[src/rtl/com_uart_rx_os.sv]
// Oversampling UART receiver: mid-bit sampling, false-start rejection, error flags, valid/ready output.
// Optional break detection enabled by defining COM_UART_RX_BREAK_EN.
module com_uart_rx_os #(
  parameter int unsigned OVS         = 16,
  parameter int unsigned SYNC_STAGES = 2
) (
  input  logic       clk,
  input  logic       rst_n,
  input  logic       sample_tick,
  input  logic       rx,
  input  logic [1:0] data_bit_config,
  input  logic [1:0] parity_bit_config,
  input  logic       stop_bit_config,
  output logic [7:0] rx_data,
  output logic       rx_valid,
  input  logic       rx_ready,
  output logic       parity_err,
  output logic       frame_err,
  output logic       overrun,
  output logic       break_det
);

  localparam int unsigned TW = ($clog2(OVS) > 4) ? $clog2(OVS) : 4;
  localparam logic [TW-1:0] MID  = TW'(OVS/2 - 1);
  localparam logic [TW-1:0] LAST = TW'(OVS - 1);

  typedef enum logic [2:0] {
    S_IDLE, S_START, S_DATA, S_PARITY, S_STOP1, S_STOP2, S_WAIT_HIGH
  } state_e;

  state_e                 state_q, state_d;
  logic [SYNC_STAGES-1:0] sync_q, sync_d;
  logic [TW-1:0]          tcnt_q, tcnt_d;
  logic [2:0]             bitcnt_q, bitcnt_d;
  logic [7:0]             shreg_q, shreg_d;
  logic [1:0]             nbits_q, nbits_d;
  logic                   par_en_q, par_en_d;
  logic                   par_odd_q, par_odd_d;
  logic                   two_stop_q, two_stop_d;
  logic                   perr_q, perr_d;
  logic                   ferr_q, ferr_d;
  logic [7:0]             rx_data_q, rx_data_d;
  logic                   rx_valid_q, rx_valid_d;
  logic                   parity_err_q, parity_err_d;
  logic                   frame_err_q, frame_err_d;
  logic                   overrun_q, overrun_d;
  logic                   break_q, break_d;
  logic                   rxs;
  logic                   complete;
  logic                   done_ferr;
  logic                   break_hit;

  assign sync_d = {sync_q[SYNC_STAGES-2:0], rx};
  assign rxs    = sync_q[SYNC_STAGES-1];

`ifdef COM_UART_RX_BREAK_EN
  logic par_bit_q, par_bit_d;
  // Break: every data bit, the parity bit (when present) and the first stop bit are low.
  assign break_hit = ~rxs & (shreg_q == '0) & ~(par_en_q & par_bit_q);
  always_ff @(posedge clk or negedge rst_n) begin
    if (!rst_n) par_bit_q <= 1'b0;
    else        par_bit_q <= par_bit_d;
  end
  always_comb begin
    par_bit_d = par_bit_q;
    if (sample_tick && state_q == S_PARITY && tcnt_q == LAST) par_bit_d = rxs;
  end
`else
  assign break_hit = 1'b0;
`endif

  always_comb begin
    state_d      = state_q;
    tcnt_d       = tcnt_q;
    bitcnt_d     = bitcnt_q;
    shreg_d      = shreg_q;
    nbits_d      = nbits_q;
    par_en_d     = par_en_q;
    par_odd_d    = par_odd_q;
    two_stop_d   = two_stop_q;
    perr_d       = perr_q;
    ferr_d       = ferr_q;
    rx_data_d    = rx_data_q;
    rx_valid_d   = rx_valid_q;
    parity_err_d = parity_err_q;
    frame_err_d  = frame_err_q;
    overrun_d    = 1'b0;
    break_d      = 1'b0;
    complete     = 1'b0;
    done_ferr    = 1'b0;

    if (rx_valid_q && rx_ready) rx_valid_d = 1'b0;

    if (sample_tick) begin
      unique case (state_q)
        S_IDLE: begin
          if (!rxs) begin
            tcnt_d  = '0;
            state_d = S_START;
          end
        end
        S_START: begin
          if (tcnt_q == MID) begin
            if (rxs) begin
              state_d = S_IDLE;
            end else begin
              tcnt_d     = '0;
              bitcnt_d   = '0;
              shreg_d    = '0;
              perr_d     = 1'b0;
              ferr_d     = 1'b0;
              nbits_d    = data_bit_config;
              par_en_d   = parity_bit_config[1];
              par_odd_d  = parity_bit_config[0];
              two_stop_d = stop_bit_config;
              state_d    = S_DATA;
            end
          end else begin
            tcnt_d = tcnt_q + 1'b1;
          end
        end
        S_DATA: begin
          if (tcnt_q == LAST) begin
            tcnt_d            = '0;
            shreg_d[bitcnt_q] = rxs;
            bitcnt_d          = bitcnt_q + 1'b1;
            if (bitcnt_q == 3'd4 + {1'b0, nbits_q})
              state_d = par_en_q ? S_PARITY : S_STOP1;
          end else begin
            tcnt_d = tcnt_q + 1'b1;
          end
        end
        S_PARITY: begin
          if (tcnt_q == LAST) begin
            tcnt_d  = '0;
            perr_d  = ((^shreg_q) ^ rxs) != par_odd_q;
            state_d = S_STOP1;
          end else begin
            tcnt_d = tcnt_q + 1'b1;
          end
        end
        S_STOP1: begin
          if (tcnt_q == LAST) begin
            tcnt_d = '0;
            if (break_hit) begin
              break_d = 1'b1;
              state_d = S_WAIT_HIGH;
            end else if (two_stop_q) begin
              ferr_d  = ~rxs;
              state_d = S_STOP2;
            end else begin
              complete  = 1'b1;
              done_ferr = ~rxs;
            end
          end else begin
            tcnt_d = tcnt_q + 1'b1;
          end
        end
        S_STOP2: begin
          if (tcnt_q == LAST) begin
            tcnt_d    = '0;
            complete  = 1'b1;
            done_ferr = ferr_q | ~rxs;
          end else begin
            tcnt_d = tcnt_q + 1'b1;
          end
        end
        S_WAIT_HIGH: begin
          if (rxs) state_d = S_IDLE;
        end
        default: state_d = S_IDLE;
      endcase
    end

    // Completion shares the edge of the final stop sample; a same-edge accept frees the buffer.
    if (complete) begin
      if (!rx_valid_q || rx_ready) begin
        rx_data_d    = shreg_q;
        parity_err_d = perr_q;
        frame_err_d  = done_ferr;
        rx_valid_d   = 1'b1;
      end else begin
        overrun_d = 1'b1;
      end
      state_d = done_ferr ? S_WAIT_HIGH : S_IDLE;
    end
  end

  always_ff @(posedge clk or negedge rst_n) begin
    if (!rst_n) begin
      state_q      <= S_IDLE;
      sync_q       <= '1;
      tcnt_q       <= '0;
      bitcnt_q     <= '0;
      shreg_q      <= '0;
      nbits_q      <= '0;
      par_en_q     <= 1'b0;
      par_odd_q    <= 1'b0;
      two_stop_q   <= 1'b0;
      perr_q       <= 1'b0;
      ferr_q       <= 1'b0;
      rx_data_q    <= '0;
      rx_valid_q   <= 1'b0;
      parity_err_q <= 1'b0;
      frame_err_q  <= 1'b0;
      overrun_q    <= 1'b0;
      break_q      <= 1'b0;
    end else begin
      state_q      <= state_d;
      sync_q       <= sync_d;
      tcnt_q       <= tcnt_d;
      bitcnt_q     <= bitcnt_d;
      shreg_q      <= shreg_d;
      nbits_q      <= nbits_d;
      par_en_q     <= par_en_d;
      par_odd_q    <= par_odd_d;
      two_stop_q   <= two_stop_d;
      perr_q       <= perr_d;
      ferr_q       <= ferr_d;
      rx_data_q    <= rx_data_d;
      rx_valid_q   <= rx_valid_d;
      parity_err_q <= parity_err_d;
      frame_err_q  <= frame_err_d;
      overrun_q    <= overrun_d;
      break_q      <= break_d;
    end
  end

  assign rx_data    = rx_data_q;
  assign rx_valid   = rx_valid_q;
  assign parity_err = parity_err_q;
  assign frame_err  = frame_err_q;
  assign overrun    = overrun_q;
  assign break_det  = break_q;

endmodule

[config.mk]
export PLATFORM = sky130hd
export DESIGN_NAME = com_uart_rx_os
export DESIGN_NICKNAME = d
export VERILOG_FILES = /design/src/rtl/com_uart_rx_os.sv
export SDC_FILE = /design/constraint.sdc
export NUM_CORES = 1
export LEC_CHECK = 0
export ABC_AREA = 0
export CORE_MARGIN = 2
export CORE_UTILIZATION = 60
export DETAILED_ROUTE_END_ITERATION = 10
export DONT_BUFFER_PORTS = 1
export PLACE_DENSITY_LB_ADDON = 0.3
export SYNTH_ARGS = -nofsm -noshare
export SYNTH_HDL_FRONTEND = slang
export SYNTH_SLANG_ARGS = --single-unit
export TNS_END_PERCENT = 20
[constraint.sdc]
create_clock -name clk -period 3.7 [get_ports clk]
set_input_delay 0.74 -clock clk [delete_from_list [all_inputs] [get_ports clk]]
set_output_delay 0.74 -clock clk [all_outputs]
set_load 0.05 [all_outputs]
==> results.md <==
* Outcome: finished clean
* Post-route cell area at 2152 sq um
* Synth Cell Area at 2092 sq um
* Gate power share at 22.2%
* Syn Area/Cell at 10.62 sq um
* Delay-heaviest family, CP: simple AND/OR/NAND/NOR gates
* Total gr overflow at 0
* Layout Cells excl Fill at 239
* DP Area at 2071 sq um
* Tot GR Track Use at 22.93%
* Busiest grt layer: met2
* Max-cap violations at 0
* Row count at 21
* Routability cong. at 0.8582
* # diodes at 0
* Clock power share at 26.3%
* Hold_buf cts at 0
* Die extent in x at 63.05 microns
* H-tree depth at 2
* P_sw at 0.3727 mW
* Initial Util at 62.69%
* Sw Share at 34.04%
* GR met1 Demand/Resource at 29.24%
* Crit-path slowest cell: or4b_4
* Final Skew at 0.006359 ns
* Clk pin slew, worst setup/hold paths at 0.12 ns
* P&R area growth vs syn at 2.871%
* Crit end category: register
* Hold WS at 0.05517 ns
* Critical path buffer and inverter count at 0
* Drc violations at 0
* GRT met3 Usage at 7.321%
* Critical Path Max Stage Delay at 0.58 ns
* Util after Layout at 64.49%
* Share of layout cells above drive strength 1 at 17.10%
* Global-route wire length before repair at 7017 microns
* Initial detailed-routing violation count at 109
* RSZ-0062 raised after global routing: no
* Crit Path Max Fanout at 15
* # placed instances at 231
* Most common cell after layout, fill and taps aside: dfrtp_1
* Die Height at 63.05 microns
* Flops & latches, synth at 39
* Sequential element share of the synthesized area at 46.77%
* Internal power at 0.7220 mW
* Syn_nets at 209
* FMAX at 444.6 MHz
* Met2 Use GR at 36.97%
* Final critical-path required period at 2.249 ns
* Min-delay worst type: input port to async pin
* Total CTS buffers at 5
* Final setup TNS at 0 ns
* CTS tree: built
* Clock Sinks at 39
* Largest net degree at the start of global routing at 40
* Crit Path Class: register to register
* Drt wl/cell at 16.97 microns
* DIE AREA at 3975 sq um
* Commonest cells after routing, fill and taps aside: dfrtp_1 (37), nand2_1 (22), o21ai_0 (21)
* Peak supply drop at 348.0 uV
* Number of hold violations in the final report at 0
* Vias in the first global route at 1470
* Vias post-DR at 1509
* Part of the cycle the worst path needs at 60.79%
* ANT nets after route at 0
* Slew Limit Headroom at 41.70%
* CTS root buffer: clkbuf_4
* Worst EP required at 3.95 ns
* Setup Viol. Count Final at 0
* Post-DP HPWL at 2909 microns
* PnR worst setup slack at 1.451 ns
* Vias/cell at 6.314
* I/O pins at 23
* Routed WL at 4057 microns
* PwrDens at 508.7 nW/um^2
* Worst slew pin tran at 0.8687 ns
* Yosys warning total at 0
* Flop pwr share at 51.5%
* Initial antenna violation count at 0
* LEAKAGE at 0.9414 nW
* Setup Fix Bufs, Post-CTS at 0
* Crit-path cells: nand2b_4 -> or4b_4 -> nor2b_4 -> mux2_2
* Critical path arrival at 2.50 ns
* First-pass detailed-route iteration total at 5
* Library cells used by synthesis at 50
* Syn Inst Count at 197
* Post-CTS sizing at 0
* Tot Pwr at 1.095 mW
* Clock latency on the worst-skew pair at 0.36 ns
* Critical Path Start Type: register
* Final nets at 204
* Max Slew Vio Count at 0
* PortBufs at 0
* CTS max path bufs at 2
* Total core area at 3337 sq um
* Worst Setup Slack post-DPL at 1.467 ns
* # fillers at 285
-- cell families after synthesis --
kind of cell / synth area share [%]
simple gates: 13.76
compound gates: 16.81
flops: 46.77
buf+inv: 5.203
mux: 11.48
xor+xnor: 4.605
fa+ha+maj: 1.196
other cells: 0.1793
-- power by group through the flow --
stage / clock (mW) / combinational, mW / sequential [mW]
after detailed placement: 0 / 0.241 / 0.571
final: 0.288 / 0.243 / 0.564
after floorplan: 0 / 0.259 / 0.511
after global placement: 0 / 0.234 / 0.566
after CTS: 0.294 / 0.242 / 0.562
after global routing: 0.313 / 0.279 / 0.574
-- cell type report --
cell class,instances,area [sq um],share of cell area [%]
well taps,46,57.56,2.674
multi-input cells,138,1005,46.69
inverters,8,30.03,1.395
clock buffers,5,37.54,1.744
flip-flops and latches,39,978.4,45.47
clock inverters,3,43.79,2.035
-- flip-flops by register name, summed over array words and instances, names as in the netlist --
register	cells
bitcnt_q	3
ferr_q	1
frame_err	1
nbits_q	2
overrun	1
par_en_q	1
par_odd_q	1
parity_err	1
perr_q	1
rx_data	8
rx_valid	1
shreg_q	8
state_q	3
sync_q	2
tcnt_q	4
two_stop_q	1
-- worst paths after layout --
| kind | cells after the start | end | slack [ns] | startpoint |
|---|---|---|---|---|
| max | 4 | rx_data[0] | 1.45 | state_q[1] |
| min | 0 | state_q[1] | 0.06 | rst_n |
| max reg2reg | 4 | rx_data[0] | 1.45 | state_q[1] |
| min reg2reg | 0 | sync_q[1] | 0.37 | sync_q[0] |
| max in group asynchronous | 0 | sync_q[1] | 3.46 | rst_n |
| min in group clk | 0 | sync_q[1] | 0.37 | sync_q[0] |
-- worst reg2reg max path, stage by stage, from the launching register on --
cell,delay [ns]
dfrtp_1,0.56
nand2b_4,0.25
or4b_4,0.58
nor2b_4,0.37
mux2_2,0.38
-- synthesized netlist by cell type, drive strengths merged --
master | instances | area (sq um)
or3 | 1 | 6.260
nand3 | 3 | 15.01
nand2 | 23 | 88.84
mux2i | 3 | 30.03
xor2 | 1 | 8.760
o41ai | 3 | 26.28
dfstp | 2 | 52.55
a31oi | 5 | 31.28
nor4b | 1 | 15.01
o21ai | 22 | 110.1
clkbuf | 3 | 11.26
o311ai | 3 | 26.28
nor2b | 2 | 20.02
ha | 2 | 25.02
a211oi | 2 | 20.02
o221ai | 1 | 8.760
or4b | 1 | 13.76
nor3 | 5 | 25.02
and2 | 2 | 12.52
a41o | 1 | 10.01
nor4 | 2 | 12.51
mux2 | 16 | 210.2
inv | 8 | 30.03
nor2 | 7 | 26.28
and3 | 2 | 12.51
o31ai | 1 | 7.510
o21a | 2 | 15.01
dfrtp | 37 | 925.9
conb | 1 | 3.750
o211ai | 1 | 7.510
o22ai | 2 | 12.51
a31o | 1 | 8.760
a32o | 1 | 10.01
xnor2 | 10 | 87.58
nand2b | 4 | 32.53
a21oi | 3 | 15.01
a2111oi | 1 | 27.53
a21boi | 2 | 15.01
nor3b | 1 | 7.510
buf | 9 | 67.56
-- per-layer routing --
layer	wire, microns	up-vias	part of all wire [%]
met5	0	-	0
met4	70	0	1.7
met3	325	11	8.0
met2	1949	77	48
met1	1711	732	42
li1	-	689	-
(Power assumes the default switching activity.)
